===== config.mk =====
export PLATFORM = sky130hd
export DESIGN_NAME = axis_gate_sequencer
export DESIGN_NICKNAME = d
export VERILOG_FILES = /design/src/rtl/axis_gate_sequencer_pkg.sv /design/src/rtl/axis_gate_sequencer_edge_detector.sv /design/src/rtl/axis_gate_sequencer.sv
export SDC_FILE = /design/constraint.sdc
export NUM_CORES = 1
export LEC_CHECK = 0
export BUFFER_PORTS_ARGS = -buffer_cell sky130_fd_sc_hd__buf_2
export CAP_MARGIN = 40
export CELL_PAD_IN_SITES_DETAIL_PLACEMENT = 1
export CELL_PAD_IN_SITES_GLOBAL_PLACEMENT = 2
export CORE_MARGIN = 2
export CORE_UTILIZATION = 30
export DETAILED_ROUTE_END_ITERATION = 8
export PLACE_DENSITY = 0.88
export SLEW_MARGIN = 30
export SYNTH_ARGS = -nofsm -noshare
export SYNTH_HDL_FRONTEND = slang
export SYNTH_SLANG_ARGS = --single-unit

===== constraint.sdc =====
create_clock -name aclk -period 3.7 [get_ports aclk]
set_input_delay 0.74 -clock aclk [delete_from_list [all_inputs] [get_ports aclk]]
set_output_delay 0.74 -clock aclk [all_outputs]
set_load 0.03 [all_outputs]

===== src/rtl/axis_gate_sequencer_pkg.sv =====
// axis_gate_sequencer_pkg: gate descriptor layout, sequencer states and descriptor packing shared with the gate controller
package axis_gate_sequencer_pkg;
  localparam int GATE_FIELD_WIDTH = 32;
  localparam int GATE_DESC_WIDTH = 128;
  localparam int GATE_ON_LSB = 0;
  localparam int GATE_OFF_LSB = 32;
  localparam int GATE_PER_LSB = 64;
  localparam int GATE_POFF_LSB = 96;
  typedef enum logic {IDLE, SEND} gate_state_t;
  function automatic logic [GATE_DESC_WIDTH-1:0] gate_desc(
    input logic [GATE_FIELD_WIDTH-1:0] g_on,
    input logic [GATE_FIELD_WIDTH-1:0] g_off,
    input logic [GATE_FIELD_WIDTH-1:0] g_per,
    input logic [GATE_FIELD_WIDTH-1:0] g_poff
  );
    logic [GATE_DESC_WIDTH-1:0] d;
    d = '0;
    d[GATE_ON_LSB +: GATE_FIELD_WIDTH] = g_on;
    d[GATE_OFF_LSB +: GATE_FIELD_WIDTH] = g_off;
    d[GATE_PER_LSB +: GATE_FIELD_WIDTH] = g_per;
    d[GATE_POFF_LSB +: GATE_FIELD_WIDTH] = g_poff;
    return d;
  endfunction
endpackage


===== src/rtl/axis_gate_sequencer_edge_detector.sv =====
// axis_gate_sequencer_edge_detector: registered rising-edge detect; a level already high when reset releases is not an edge
module axis_gate_sequencer_edge_detector (
  input  logic aclk,
  input  logic aresetn,
  input  logic sig,
  output logic rise
);
  logic sig_q;
  always_ff @(posedge aclk or negedge aresetn)
    if (!aresetn) begin
      sig_q <= 1'b1;
      rise <= 1'b0;
    end else begin
      sig_q <= sig;
      rise <= sig & ~sig_q;
    end
endmodule


===== src/rtl/axis_gate_sequencer.sv =====
// axis_gate_sequencer: AXI4-Stream master emitting a trigger-started train of 128-bit gate descriptors with advancing phase offset
module axis_gate_sequencer
  import axis_gate_sequencer_pkg::*;
#(
  parameter int CNTR_WIDTH = 32
) (
  input  logic                       aclk,
  input  logic                       aresetn,
  input  logic [31:0]                cfg_on,
  input  logic [31:0]                cfg_off,
  input  logic [31:0]                cfg_period,
  input  logic [31:0]                cfg_poff,
  input  logic [31:0]                cfg_step,
  input  logic [CNTR_WIDTH-1:0]      cfg_count,
  input  logic                       trg,
  input  logic                       halt,
  output logic [GATE_DESC_WIDTH-1:0] m_axis_tdata,
  output logic                       m_axis_tvalid,
  input  logic                       m_axis_tready,
  output logic                       busy,
  output logic [CNTR_WIDTH-1:0]      sts_count
);
  gate_state_t state, state_nxt;
  logic [31:0] on_r, off_r, per_r, step_r, poff_r;
  logic [CNTR_WIDTH-1:0] count_r, cnt, cnt_inc;
  logic trg_rise, hs, start, last;
  axis_gate_sequencer_edge_detector u_trg (
    .aclk    (aclk),
    .aresetn (aresetn),
    .sig     (trg),
    .rise    (trg_rise)
  );
  assign cnt_inc = cnt + CNTR_WIDTH'(1);
  assign hs = m_axis_tvalid & m_axis_tready;
  assign start = (state == IDLE) & trg_rise & ~halt;
  assign last = hs & (((count_r != '0) & (cnt_inc == count_r)) | halt);
  always_comb begin
    state_nxt = state;
    state_nxt = (state == IDLE) ? (start ? SEND : IDLE) : (last ? IDLE : SEND);
  end
  always_ff @(posedge aclk or negedge aresetn)
    if (!aresetn) begin
      state <= IDLE;
      on_r <= '0;
      off_r <= '0;
      per_r <= '0;
      step_r <= '0;
      poff_r <= '0;
      count_r <= '0;
      cnt <= '0;
    end else begin
      state <= state_nxt;
      if (start) begin
        on_r <= cfg_on;
        off_r <= cfg_off;
        per_r <= cfg_period;
        step_r <= cfg_step;
        poff_r <= cfg_poff;
        count_r <= cfg_count;
        cnt <= '0;
      end else if (hs) begin
        cnt <= cnt_inc;
        poff_r <= poff_r + step_r;
      end
    end
  assign m_axis_tvalid = (state == SEND);
  assign busy = (state == SEND);
  assign m_axis_tdata = gate_desc(on_r, off_r, per_r, poff_r);
  assign sts_count = cnt;
endmodule


# After elaboration in Yosys (flattened, before gate mapping)
# Cells that the tools add are included.
dict set report word_totals {
  elab_cells 32
  ff_bits 227
  input_bits 197
  out_inout_bits 162
}
dict set report op_classes {
  add_sub_neg 2
  reduce_logical 2
  n_bitwise 10
  eq_ne 1
  n_mux 7
}
# op n
set op_table {}
lappend op_table {{$mux 32} 4}
lappend op_table {{$add 32x1->32 const B} 1}
lappend op_table {{$add 32x32->32} 1}
lappend op_table {{$eq 32x32->1} 1}
lappend op_table {{$reduce_bool 32->1} 1}
lappend op_table {{$and 1x1->1} 6}
lappend op_table {{$mux 1} 3}
lappend op_table {{$not 1->1} 3}
lappend op_table {{$reduce_bool 2->1} 1}
lappend op_table {{$or 1x1->1} 1}

# Depth between registers and ports, before layout
dict set report logic_depth {
  depth_word 7
  depth_mapped 12
  depth_no_buf 12
}

# By module
# Synthesis repeated with hierarchy kept, for this count alone.
dict set report unflattened {
  hier_cells 1381
  area_unflattened_um2 11567.3
}
# module area_each_um2 n_inst cells_each
set by_module_without_submodules {}
lappend by_module_without_submodules {axis_gate_sequencer 11502.3 1 1378}
lappend by_module_without_submodules {axis_gate_sequencer_edge_detector 65.1 1 3}

# Least setup slack after synthesis
# OpenSTA, ideal clock, no wires.
dict set report synth_path {
  kind {reg-to-reg}
  start {register poff_r[0]}
  end {register poff_r[30]}
  synth_period_minus_slack_ps 2821
  arrival_ps 2695
  setup_time_ps 126
  setup_slack_ps 879
  path_buffers 0
  required_time_ps 3574
  stages_incl_launch_ff 13
  cell_sequence {dfrtp_1 > ha_1 > inv_1 > fa_1 > nor2b_1 > o21ai_0 > a21boi_1 > a21o_1 > o21a_1 > a21oi_1 > o31ai_1 > nor3_1 > a311o_1}
}
dict set report synth_between {
  elab_chain_cells 3
}
# element line
set synth_lines {}
lappend synth_lines {{start: declaration} axis_gate_sequencer.sv:24} ;# logic [31:0] on_r, off_r, per_r, step_r, poff_r;
lappend synth_lines {{start signal: assignment} axis_gate_sequencer.sv:58} ;# poff_r <= cfg_poff;
lappend synth_lines {{start signal: assignment} axis_gate_sequencer.sv:63} ;# poff_r <= poff_r + step_r;
lappend synth_lines {{$add 32x32->32} axis_gate_sequencer.sv:63}
lappend synth_lines {{$mux 32} axis_gate_sequencer.sv:61} ;# end else if (hs) begin
lappend synth_lines {{$mux 32} axis_gate_sequencer.sv:53} ;# if (start) begin
# Every way passes these cells. The select of a mux whose other input is x is not followed.
# A chain may end at the register's enable or synchronous reset.

# Worst setup path in the final report
# Ends and elaborated chain as after synthesis.

==> impl_metrics.ini <==
[power_and_ir_drop]
p_leak_nw = 7.84
ir_worst_vdd_v = 0.000401
power_density_mw_per_mm2 = 717
finalPower_mw = 10.7

[drt]
wl_per_cell_um = 17.7
wl_met3_mm = 2.96
top_layer_used = met5
dr_total_vias = 10900
drt_first_iter_violations = 436
route.antenna.remaining_nets = 0
drt-met1-wl_mm = 17.2
firstDrtPassIters = 5
route.detailed.drc = 0
drt_wl_total_mm = 39.9
viasPerCell = 4.82
wl_met2_mm = 18.8

[yosys]
yosysTopAreaCell = dfrtp_1
synth_cells = 1383
synthArstFlopShare_pct = 100
synth_top_area_share_pct = 48.7
synthFlopType = dfrtp_1
synth_seq_cells = 227
synth_area_leaders = dfrtp_1 49%, nand2_1 18%, xnor2_1 3.8%, o21ai_0 3.5%, ha_1 3.4%
synth_area_mm2 = 0.0116
syn_avg_cell_area_um2 = 8.40
yosys_warnings = 0
ys_types = 68
synth-edff-count = 0
syn-num-nets = 1613
ys_seq_area_share_pct = 48.9

[global_route]
grt_overflow = 0
grt_pass1_wl_mm = 64.4
antenna_found_initial = 11
grt_max_degree = 190
grt_pass1_vias = 11700
grtUsageTotal_pct = 19.8

[timing]
hold-worst-slack_ns = 0.189
fin_skew_ns = 0.0151
post-route-period-util_pct = 80.9
finalCriticalPeriod_ns = 2.99
max_clock_freq_mhz = 334
fin_setup_tns_ns = 0
max_slew_margin_pct = 39.4
setup_slack_ns = 0.708
finalHoldViolCount = 0
slew_violations = 0
grt_setup_unrepaired = false
worst_pin_slew_ns = 0.909
setup_viol_count_final = 0

[clock_network]
cts-buffers-inserted = 29
post_cts_buffers = 0
worstSkewPairLatency_ns = 0.56
cts_buffer_depth = 3
hold_buffers = 0
cts_sinks = 227
cts_resized = 0
cts_root_buf = clkbuf_16
cts_tree = built
clk_pin_slew_ns = 0.06
htreeDepth = 1

[worst_setup_path]
r2r-start = poff_r[0]
crit_path_cell_trace = ha_1 > inv_1 > fa_1 > nor2b_1 > o21ai_0 > a21boi_1 > a21o_1 > o21a_1 > a21oi_1 > o31ai_1 > nor3_1 > a311o_1
cpMaxStageDelayCell = fa_1
timing.rr.end = poff_r[30]
cp-start-kind = flop
worstSetupEndpointType = flop
r2r_slack_ns = 0.71
crit_path_max_fanout = 3
worstPathArrival_ns = 3.43
critPathKind = flop to flop
slowest_delay_ns = 0.41
startpoint = poff_r[0]
reg2reg_depth = 12
required_ns = 4.14

[floorplanning]
die_x_um = 201
die_area_mm2 = 0.0403
start_util_pct = 30.2
rows = 72
core_mm2 = 0.0385
io_pins = 359
die_y_um = 201

[cells_and_area]
instances_no_fill = 2253
num-fill-cells = 4724
fin_util_pct = 38.8
synthToLayoutAreaGrowth_pct = 28.4
multi_input_area_mm2 = 0.00560
drive_above_1_share_pct = 25.5
nets = 1937
finalInstanceArea_mm2 = 0.0149
regArea_mm2 = 0.00568
mostFrequentLayoutCells = 564 x nand2_1, 357 x buf_2, 226 x dfrtp_1, 81 x o21ai_0, 53 x a21oi_1
final_common_cell = nand2_1

[min_path]
hp-class = input port to async pin

[placed_design]
portBuffers = 358
dp_slack_ns = 0.694
dp_hpwl_mm = 28.6
placed_area_mm2 = 0.0139
gp_congestion = 0.807
dp.cells = 2194

[outcome]
run_status = complete, no violations

[flow_run]
max_cap_viol_count = 0
worst max-delay path, delay by kind of cell, from the launching register on:
kind                     cells  cell delay (ns)
AND/OR/NAND/NOR              2             0.21
adder cells (fa/ha/maj)      2             0.61
flip-flops                   1             0.37
AO/OA/AOI/OAI                7             1.60
buffers and inverters        1             0.07
where the power goes:
| part | internal (mW) | switching [mW] |
|---|---|---|
| Combinational | 1.50 | 2.72 |
| Clock | 1.83 | 1.13 |
| Sequential | 3.06 | 0.463 |
flip-flops by register name (all words and copies together), names as in the netlist:
signal,count
u_trg.rise,1
per_r,32
on_r,32
off_r,32
u_trg.sig_q,1
poff_r,32
step_r,32
count_r,32
sts_count,32
busy,1
cell type report:
| class | count | share of cell area (%) |
|---|---|---|
| flip-flops and latches | 227 | 38.1 |
| inverters | 16 | 0.402 |
| diodes | 6 | 0.101 |
| well taps | 518 | 4.34 |
| clock inverters | 13 | 1.17 |
| clock buffers | 40 | 5.54 |
| multi-input cells | 1066 | 37.5 |
| repair buffers | 367 | 12.9 |
metal layers:
metal / vias up / GRT usage (%)
met2: 268 / 33.1
met4: 12 / 4.42
met1: 5262 / 24.8
li1: 5259 / -
met5: - / 0
met3: 63 / 6.43
Yosys cell counts (3+ instances only):
| cell type | number |
|---|---|
| or3_1 | 4 |
| o21bai_1 | 5 |
| xnor2_1 | 51 |
| o21a_1 | 4 |
| buf_1 | 4 |
| mux2i_1 | 3 |
| nor4_1 | 12 |
| nor2_1 | 39 |
| dfrtp_1 | 226 |
| a211oi_1 | 6 |
| o31ai_1 | 16 |
| clkbuf_1 | 60 |
| nand3_1 | 25 |
| a21oi_1 | 53 |
| and3_1 | 13 |
| a22oi_1 | 10 |
| inv_1 | 16 |
| o22ai_1 | 5 |
| o211ai_1 | 6 |
| or2_2 | 3 |
| a31oi_1 | 17 |
| o21ai_0 | 81 |
| nor2b_1 | 8 |
| and2_1 | 3 |
| nand2_1 | 565 |
| a21o_1 | 15 |
| buf_2 | 5 |
| ha_1 | 32 |
| nand4_1 | 11 |
| nor3_1 | 11 |
| and4_1 | 3 |
| buf_4 | 4 |
| xor2_1 | 27 |
logic make-up after synthesis:
family	Yosys count	share of synthesized area, %
multiplexers	3	0.258
flip-flops	227	48.9
AO/OA/AOI/OAI	235	12.3
buffers and inverters	90	3.10
adder cells (fa/ha/maj)	34	3.70
AND/OR/NAND/NOR	716	25.9
XOR/XNOR	78	5.88
worst max path at each step:
stage,end
4_1_cts,poff_r[30]
5_1_grt,poff_r[30]
6_report,poff_r[30]
3_3_place_gp,poff_r[30]
3_5_place_dp,poff_r[30]
2_1_floorplan,poff_r[30]
Note: power is estimated with default switching activity, not from simulation.
